$ cat src/rtl/systolic_act_skew_feeder_if.sv
// Load-path handshake carrying activation vectors from the producer into the skew feeder.
interface systolic_act_skew_feeder_if #(
   parameter int N     = 4,
   parameter int WIDTH = 16
);
   logic               in_valid;
   logic               in_ready;
   logic [N*WIDTH-1:0] in_vec;
   logic               in_last;

   modport master (output in_valid, in_vec, in_last, input in_ready);
   modport slave  (input in_valid, in_vec, in_last, output in_ready);
endinterface

$ cat src/rtl/systolic_act_skew_feeder.sv
// Activation FIFO plus diagonal skew for the top PE row; inserts N drain bubbles per batch
// and pulses batch_done once the last lane has been driven.
module systolic_act_skew_feeder #(
   parameter int N     = 4,
   parameter int WIDTH = 16,
   parameter int DEPTH = 8
) (
   input  logic                         clk,
   input  logic                         rst,
   systolic_act_skew_feeder_if.slave    load,
   input  logic                         feed_en,
   output logic [N*WIDTH-1:0]           act_out,
   output logic [N-1:0]                 en_out,
   output logic                         busy,
   output logic                         batch_done,
   output logic [31:0]                  vec_count,
   output logic [$clog2(DEPTH+1)-1:0]   fifo_level
);
   localparam int LW = $clog2(DEPTH+1);
   localparam int AW = $clog2(DEPTH);
   localparam int CW = $clog2(N+1);

   typedef enum logic [1:0] {IDLE, FEED, DRAIN} state_t;

   state_t             state;
   logic [N*WIDTH:0]   mem [DEPTH];
   logic [AW-1:0]      wr_ptr, rd_ptr;
   logic [CW-1:0]      drain_cnt;
   logic [N*WIDTH:0]   head;
   logic               full, push, pop;

   assign full          = fifo_level == LW'(DEPTH);
   assign load.in_ready = !rst && !full;
   assign push          = load.in_valid && load.in_ready;
   assign pop           = (state != DRAIN) && feed_en && (fifo_level != '0);
   assign head          = mem[rd_ptr];
   assign busy          = state != IDLE;

   always_ff @(posedge clk) begin
      if (push) mem[wr_ptr] <= {load.in_last, load.in_vec};
   end

   always_ff @(posedge clk or posedge rst) begin
      if (rst) begin
         wr_ptr     <= '0;
         rd_ptr     <= '0;
         fifo_level <= '0;
      end else begin
         if (push) wr_ptr <= wr_ptr + AW'(1);
         if (pop)  rd_ptr <= rd_ptr + AW'(1);
         case ({push, pop})
            2'b10:   fifo_level <= fifo_level + LW'(1);
            2'b01:   fifo_level <= fifo_level - LW'(1);
            default: fifo_level <= fifo_level;
         endcase
      end
   end

   // Drain counter ends at 1 so batch_done lands the cycle after lane N-1's final output.
   always_ff @(posedge clk or posedge rst) begin
      if (rst) begin
         state      <= IDLE;
         vec_count  <= '0;
         drain_cnt  <= '0;
         batch_done <= 1'b0;
      end else begin
         batch_done <= 1'b0;
         case (state)
            IDLE: if (pop) begin
               vec_count <= 32'd1;
               drain_cnt <= CW'(N);
               state     <= head[N*WIDTH] ? DRAIN : FEED;
            end
            FEED: if (pop) begin
               if (vec_count != '1) vec_count <= vec_count + 32'd1;
               if (head[N*WIDTH]) begin
                  drain_cnt <= CW'(N);
                  state     <= DRAIN;
               end
            end
            DRAIN: begin
               if (drain_cnt == CW'(1)) begin
                  batch_done <= 1'b1;
                  drain_cnt  <= '0;
                  state      <= IDLE;
               end else begin
                  drain_cnt <= drain_cnt - CW'(1);
               end
            end
            default: state <= IDLE;
         endcase
      end
   end

   for (genvar i = 0; i < N; i++) begin : g_lane
      logic [WIDTH-1:0] dq [i+1];
      logic [i:0]       eq;

      always_ff @(posedge clk or posedge rst) begin
         if (rst) begin
            for (int k = 0; k <= i; k++) dq[k] <= '0;
            eq <= '0;
         end else begin
            dq[0] <= pop ? head[i*WIDTH +: WIDTH] : '0;
            eq[0] <= pop;
            for (int k = 1; k <= i; k++) begin
               dq[k] <= dq[k-1];
               eq[k] <= eq[k-1];
            end
         end
      end

      assign act_out[i*WIDTH +: WIDTH] = dq[i];
      assign en_out[i]                 = eq[i];
   end
endmodule

$ cat src/flat_wrapper.sv
// flat-port wrapper written by rule: the top's interface ports become plain ports
module systolic_act_skew_feeder_flat 
#(
   parameter int N     = 4,
   parameter int WIDTH = 16,
   parameter int DEPTH = 8
)
  (clk, rst, feed_en, act_out, en_out, busy, batch_done, vec_count, fifo_level, load_in_valid, load_in_vec, load_in_last, load_in_ready);
  systolic_act_skew_feeder_if #(.N(N), .WIDTH(WIDTH)) load_i ();
  input  logic clk;
  input  logic rst;
  input  logic feed_en;
  output logic [N*WIDTH-1:0] act_out;
  output logic [N-1:0] en_out;
  output logic busy;
  output logic batch_done;
  output logic [31:0] vec_count;
  output logic [$clog2(DEPTH+1)-1:0] fifo_level;
  input wire logic [$bits(load_i.in_valid)-1:0] load_in_valid;
  input wire logic [$bits(load_i.in_vec)-1:0] load_in_vec;
  input wire logic [$bits(load_i.in_last)-1:0] load_in_last;
  output wire logic [$bits(load_i.in_ready)-1:0] load_in_ready;
  assign load_i.in_valid = load_in_valid;
  assign load_i.in_vec = load_in_vec;
  assign load_i.in_last = load_in_last;
  assign load_in_ready = load_i.in_ready;
  systolic_act_skew_feeder #(.N(N), .WIDTH(WIDTH), .DEPTH(DEPTH)) u_core (.clk(clk), .rst(rst), .load(load_i), .feed_en(feed_en), .act_out(act_out), .en_out(en_out), .busy(busy), .batch_done(batch_done), .vec_count(vec_count), .fifo_level(fifo_level));
endmodule
$ cat config.mk
export PLATFORM = sky130hd
export DESIGN_NAME = systolic_act_skew_feeder_flat
export DESIGN_NICKNAME = d
export VERILOG_FILES = /design/src/rtl/systolic_act_skew_feeder_if.sv /design/src/rtl/systolic_act_skew_feeder.sv /design/src/flat_wrapper.sv
export SDC_FILE = /design/constraint.sdc
export NUM_CORES = 1
export LEC_CHECK = 0
export CAP_MARGIN = 10
export CORE_ASPECT_RATIO = 1.1
export CORE_MARGIN = 1.5
export CORE_UTILIZATION = 40
export CTS_CLUSTER_SIZE = 25
export DETAILED_ROUTE_END_ITERATION = 7
export GPL_TIMING_DRIVEN = 0
export SETUP_SLACK_MARGIN = 0.02
export SLEW_MARGIN = 20
export SYNTH_ARGS = -nofsm -noshare
export SYNTH_HDL_FRONTEND = slang
export SYNTH_SLANG_ARGS = --single-unit
$ cat constraint.sdc
create_clock -name clk -period 20 [get_ports clk]
set_clock_uncertainty 0.15 [all_clocks]
set_input_delay 2 -clock clk [delete_from_list [all_inputs] [get_ports clk]]
set_output_delay 2 -clock clk [all_outputs]
set_load 0.05 [all_outputs]
==> metrics, run 1 <==
status finished, final reports clean; Clock Latency Late Sink between 0.6 and 0.7 ns; Resized cells post-CTS 0; die extent in x 251 microns; Hold Fails Final Rpt 0; critical path capture point type output pin; Ys Warns 0; GR peak layer met2; pin count of the biggest net entering global routing between 90 and 100; switching power around 1.4 mW; Final #Nets roughly 1.7k; most numerous cell in the Yosys netlist edfxtp_1; Inserted Clock Buffers 76; Detail Route Antenna Nets 0; Synth Cell Area between 20000 and 30000 sq um; Setup TNS Final 0 ns; CP Data Arrival Time ~3.6 ns; M1 GR Usage around 22%; Die Ht ~280 microns; area share of the largest cell type after synthesis 57.7%; fin crit share between 20% and 30%; clock group share of total power 30.1%; Worst-Margin Slew about 0.9 ns; Routed wire per std cell about 22 microns; post-synthesis sequential area ratio between 70% and 80%; CP max FO 2; syn nets approximately 1.4k; CTS tree yes; Detailed Route Iter0 Violations 785; top cells by count, synth 520 x edfxtp_1, 212 x dfrtp_1, 130 x mux4_2; Gate Count Post-Synth about 1.4k; global route overflow 0; Cells after DPL 2433; Post-synth EDFFs 520; final setup vio count 0; Total Routing Usage GR 16.7%; non-filler cells in the finished layout 2576; Placer Congestion 0.823; Initial Util 40.6%; Peak VDD IR approximately 0.1 mV; CTS H-Tree Depth 3; minimum clock period after layout between 5 and 6 ns; RSZ-0062 raised after global routing no; Pwr Density 142 nW/um^2; port buffer count about 180; Max Freq 175 MHz; first-pass GRT wire length about 86000 microns; Post-DP HPWL between 30000 and 40000 microns; Leak around 12 nW; Setup Fix Bufs, Post-CTS 0; flops & latches, synth around 730; Core Area 66600 sq um; Area growth syn-to-layout 23.0%; CP Class primary input to output pin; Residual DRC 0; crit start category primary input; Hold Path Class flip-flop to flip-flop; combinational share of power between 20 and 30%; met2 Usage GRT about 29%; die area just under 70000 sq um; Post-synth ARST share 29.0%; # fillers 5428; final wirelength between 50000 and 60000 microns; worst path required time 17.85 ns; DRT Pass-1 Iters 5; sequential group share of total power between 40% and 50%; Max-Cap Viols 0; Sink Count around 730; Reg clk slew, reported paths about 0.060 ns; IO Count about 180; Synth area leaders edfxtp_1 58%, dfrtp_1 20%, mux4_2 11%; met3 Use GR 2.94%; Main synth FF type edfxtp_1; Clock Root Buffer clkbuf_16; via count 13.2k; P_int about 3.3 mW; vias per cell between 5 and 6; initial antenna violation count 7; Max Root-Sink Buffers 3; Yosys cell types 51; sw frac about 30%; average instance area after synthesis 20.0 sq um; row count 99; number of global-route vias before repair around 14k; cts hold-fix bufs 0; area leader, netlist edfxtp_1; Rel. slew slack ~41%; share of layout cells above drive strength 1 approximately a quarter; Max Transition Viols Final 0; Util after Layout between 40% and 50%
## registers in the layout (all words and copies together), names as in the netlist, 2 cells and up
name / count
u_core.g_lane.dq: 112
u_core.mem: 520
u_core.vec_count: 32
u_core.state: 2
u_core.drain_cnt: 3
u_core.fifo_level: 4
u_core.rd_ptr: 3
u_core.g_lane.eq: 4
u_core.act_out: 48
u_core.wr_ptr: 3
## cell families (layout without fill, tap and decap cells)
logic type / Yosys count / after routing / share of synthesized area [%]
buffers and inverters: 123 / 483 / 2.63
multiplexers: 205 / 205 / 13.6
adder cells (fa/ha/maj): 8 / 8 / 0.370
flip-flops: 732 / 732 / 77.3
other: 0 / 2 / 0
AND/OR/NAND/NOR: 197 / 197 / 3.58
AO/OA/AOI/OAI: 82 / 82 / 2.18
XOR/XNOR: 9 / 9 / 0.291
## cell type report
class                   count  area (sq um)  area share [%]
repair buffers            219          2540            7.62
multi-input cells         501          5480            16.5
diodes                      2          5.00          0.0150
inverters                   9          41.3           0.124
clock inverters            31           300           0.902
clock buffers             110          2250            6.77
plain buffers             114           678            2.04
flip-flops and latches    732         20900            62.9
well taps                 858          1070            3.23
## power by group through the flow
stage,combinational [mW],sequential [mW],clock (mW)
after floorplan,0.862,2.05,0
after global placement,1.32,2.00,0
after detailed placement,1.37,1.98,0
after CTS,1.38,1.95,1.46
after global routing,1.44,1.97,1.52
final,1.34,1.95,1.42
## stage by stage
stage | hold WS [ns] | area (sq um) | setup slack, ns | total power [mW]
floorplan | 0.181 | 27100 | 11.50 | 2.91
global placement | 0.182 | 29900 | 6.46 | 3.31
detailed placement | 0.185 | 30700 | 14.31 | 3.35
CTS | 0.191 | 33300 | 14.31 | 4.79
global route | 0.196 | 33300 | 14.27 | 4.93
finish | 0.191 | 33300 | 14.30 | 4.71
## layout by cell type, fill, tap and decap left out, types with 26 or more instances in the layout
master | netlist | final
o31ai_1 | 26 | 26
buf_2 | 27 | 27
nor2_1 | 91 | 85
mux2i_1 | 71 | 71
clkdlybuf4s50_1 | 0 | 175
clkbuf_16 | 0 | 82
mux4_2 | 130 | 130
nand2_1 | 32 | 32
dfrtp_1 | 212 | 212
edfxtp_1 | 520 | 520
buf_4 | 53 | 64
clkbuf_1 | 22 | 39
## final timing paths
check | from | endpoint | slack (ns) | depth (start not counted)
worst max-delay path | rst | load_in_ready | 14.30 | 3
max in group asynchronous | rst | u_core.act_out[37] | 16.82 | 4
worst max register to register | u_core.fifo_level[1] | u_core.mem[0][33] | 16.52 | 11
worst min-delay path | u_core.g_lane[3].dq[54] | u_core.g_lane[3].dq[38] | 0.19 | 0
min in group asynchronous | rst | u_core.vec_count[12] | 1.67 | 2
worst min register to register | u_core.g_lane[3].dq[54] | u_core.g_lane[3].dq[38] | 0.19 | 0
## critical path, cell delays in order
cell,delay [ns]
clkdlybuf4s50_1,0.51
a21oi_1,0.20
clkdlybuf4s50_1,0.83
## metal layers
metal,vias to the layer above,part of all wire [%]
li1,5878,-
met1,6850,42
met2,324,51
met3,95,4.2
met4,10,2.1
met5,-,0.12
Power figures use the tool's default switching activity.
==> inputs of run 2 (changes only) <==
- clock period: 20 -> 5.93 ns (I/O delays scaled with it)
==> run 2 against run 1 <==
Net effect: largest power group unchanged; register-to-register slack worse by 14 ns; sequential power grew to 3.4 times the previous value; highest routed layer unchanged; critical path type is now flip-flop to output pin; count of clock-buffer cells in the layout rose by 3; hold slack lost 0.00072 ns.
==> metrics, run 2 (synthesis results as in run 1) <==
Leak 12.1 nW (was 12.2 nW); most frequent cells in the layout 520 x edfxtp_1, 212 x dfrtp_1, 175 x clkdlybuf4s50_1, 130 x mux4_2, 85 x nor2_1 (unchanged); Residual DRC 0 (unchanged); Sink Count 732 (unchanged); Detailed Route Iter0 Violations 698 (was 785); Hold Path Class primary input to asynchronous set/reset pin (was flip-flop to flip-flop); vias per cell 5.11 (about the same); Routed wire per std cell 22.1 microns (was 21.9 microns); fin crit share between 50% and 60%; CP max-delay cell clkdlybuf4s50_1 (unchanged); Inserted Clock Buffers 76 (unchanged); global route overflow 0 (unchanged); Rel. slew slack 38.5% (was 40.8%); first-pass GRT wire length 87500 microns (was 86300 microns); slowest cell delay on critical path 0.82 ns (was 0.83 ns); minimum clock period after layout between 3 and 4 ns; Pwr Density 472 nW/um^2 (was 142 nW/um^2); Initial Util 40.6% (unchanged); Detail Route Antenna Nets 0 (unchanged); Worst-Margin Slew 0.922 ns (was 0.888 ns); Hold Fails Final Rpt 0 (unchanged); final setup vio count 0 (unchanged); Max Transition Viols Final 0 (unchanged); Reg clk slew, reported paths 0.06 ns (about the same); Resized cells post-CTS 0 (unchanged); clock group share of total power 29.2% (was 30.1%); # fillers 5404 (was 5428); Setup Fix Bufs, Post-CTS 0 (unchanged); Max Freq 308 MHz; row count 99 (unchanged); Clock Latency Late Sink 0.61 ns (about the same); CTS tree yes (unchanged); Clock Root Buffer clkbuf_16 (unchanged); RSZ-0062 raised after global routing no (unchanged); Placer Congestion 0.817 (was 0.823); port buffer count 175 (unchanged); Final #Nets 1730 (unchanged); commonest non-fill, non-tap cell in the layout edfxtp_1 (unchanged); P_int 10.9 mW (was 3.29 mW); R2R Setup Slk 2.70 ns (was 16.52 ns); combinational share of power 29.0% (was 28.5%); sw frac 30.5% (was 30.2%); share of layout cells above drive strength 1 22.2% (was 23.5%); crit start category flip-flop (was primary input); Multi-input gate area 5490 sq um (was 5480 sq um); Core Area 66600 sq um (unchanged); Post-DP HPWL 37100 microns (was 36600 microns); R2R Path Start u_core.fifo_level[0] (was u_core.fifo_level[1]); max layer used met5 (unchanged); final wirelength 57000 microns (was 56300 microns); Total Power 15.7 mW (was 4.71 mW); DRT Pass-1 Iters 5 (unchanged); CP Data Arrival Time 2.50 ns (was 3.55 ns); number of global-route vias before repair 13.9k (was 14.0k); via count 13.2k (about the same); Die Ht 276 microns (unchanged); max reg flops 520 (unchanged); Max Root-Sink Buffers 3 (unchanged); Met1 Wirelength 23800 microns (was 23900 microns); Met2 Wirelength 29400 microns (was 28800 microns); Biggest register u_core.mem (unchanged); Total Routing Usage GR 16.9% (was 16.7%); status finished, final reports clean (unchanged); die extent in x 251 microns (unchanged); Util after Layout 49.9% (about the same); CTS H-Tree Depth 3 (unchanged); Storage cell area 20900 sq um (unchanged); sequential group share of total power 41.9% (was 41.3%); Setup TNS Final 0 ns (unchanged); worst path required time 5.19 ns (was 17.85 ns); CP Class flip-flop to output pin (was primary input to output pin); Peak VDD IR 0.277 mV (was 0.0979 mV); crit path launch u_core.state[0] (was rst); CP max FO 10 (was 2); initial antenna violation count 5 (was 7); switching power 4.79 mW (was 1.42 mW); DR WL met3 2840 microns (was 2380 microns); critical path capture point type output pin (unchanged); Area growth syn-to-layout 23.0% (about the same); Max-Cap Viols 0 (unchanged); die area 69200 sq um (unchanged); pin count of the biggest net entering global routing 33 (was 96); CP Cell Sequence clkbuf_1 -> or2_2 -> clkdlybuf4s50_1 (was clkdlybuf4s50_1 -> a21oi_1 -> clkdlybuf4s50_1); IO Count 176 (unchanged); cts hold-fix bufs 0 (unchanged)
## run 2: changes by cell type in the layout (fill, tap and decap cells not counted), moves of 4 or more
| cell | before | now |
|---|---|---|
| buf_4 | 64 | 53 |
| clkbuf_1 | 39 | 50 |
| buf_8 | 0 | 10 |
| buf_12 | 8 | 13 |
| buf_6 | 11 | 5 |
| clkinv_2 | 17 | 5 |
| clkbuf_16 | 82 | 78 |
| clkinv_1 | 1 | 11 |
## run 2: power by group through the flow
stage | Combinational (mW) | Sequential, mW | Clock [mW]
floorplan | 2.91 | 6.90 | 0
CTS | 4.67 | 6.58 | 4.70
finish | 4.55 | 6.57 | 4.58
global route | 4.88 | 6.65 | 4.90
global placement | 4.46 | 6.72 | 0
detailed placement | 4.66 | 6.68 | 0
## run 2: critical path: cells and delay by family, from the launching register on
kind,cells,cell delay (ns)
buffers and inverters,2,1.24
DFF,1,0.45
and+or+nand+nor,1,0.20
## run 2: per-layer routing
metal  up-vias  global-route usage (%)
met3        71                    3.16
met1      6913                    21.7
met2       305                    29.4
li1       5871                       -
met5         -                       0
met4         6                    5.22
## run 2: cell type report
class                           instances  area share (%)
Multi-Input combinational cell        501            16.5
Clock buffer                          113            6.47
Sequential cell                       732            62.9
Clock inverter                         27           0.692
Antenna cell                            3          0.0226
Inverter                                9           0.113
Tap cell                              858            3.23
Buffer                                114            2.04
Timing Repair Buffer                  219            8.09
## run 2: through the flow
step	instances	area (sq um)	setup slack [ns]	hold slack (ns)
6_report	2576	33300	2.69	0.190
5_1_grt	2574	33300	2.41	0.195
4_1_cts	2573	33300	2.62	0.160
3_5_place_dp	2433	30900	2.23	0.185
3_3_place_gp	2389	29900	-2.51	0.182
2_1_floorplan	1356	27100	0.172	0.181
## run 2: path summary, 6_finish.rpt
kind | to | cells past startpoint
setup reg to reg | u_core.mem[0][45] | 9
min in group clk | u_core.g_lane[3].dq[39] | 0
setup / recovery | busy | 3
max in group asynchronous | u_core.g_lane[2].dq[18] | 6
hold reg to reg | u_core.g_lane[3].dq[39] | 0
hold / removal | u_core.g_lane[3].eq[3] | 2
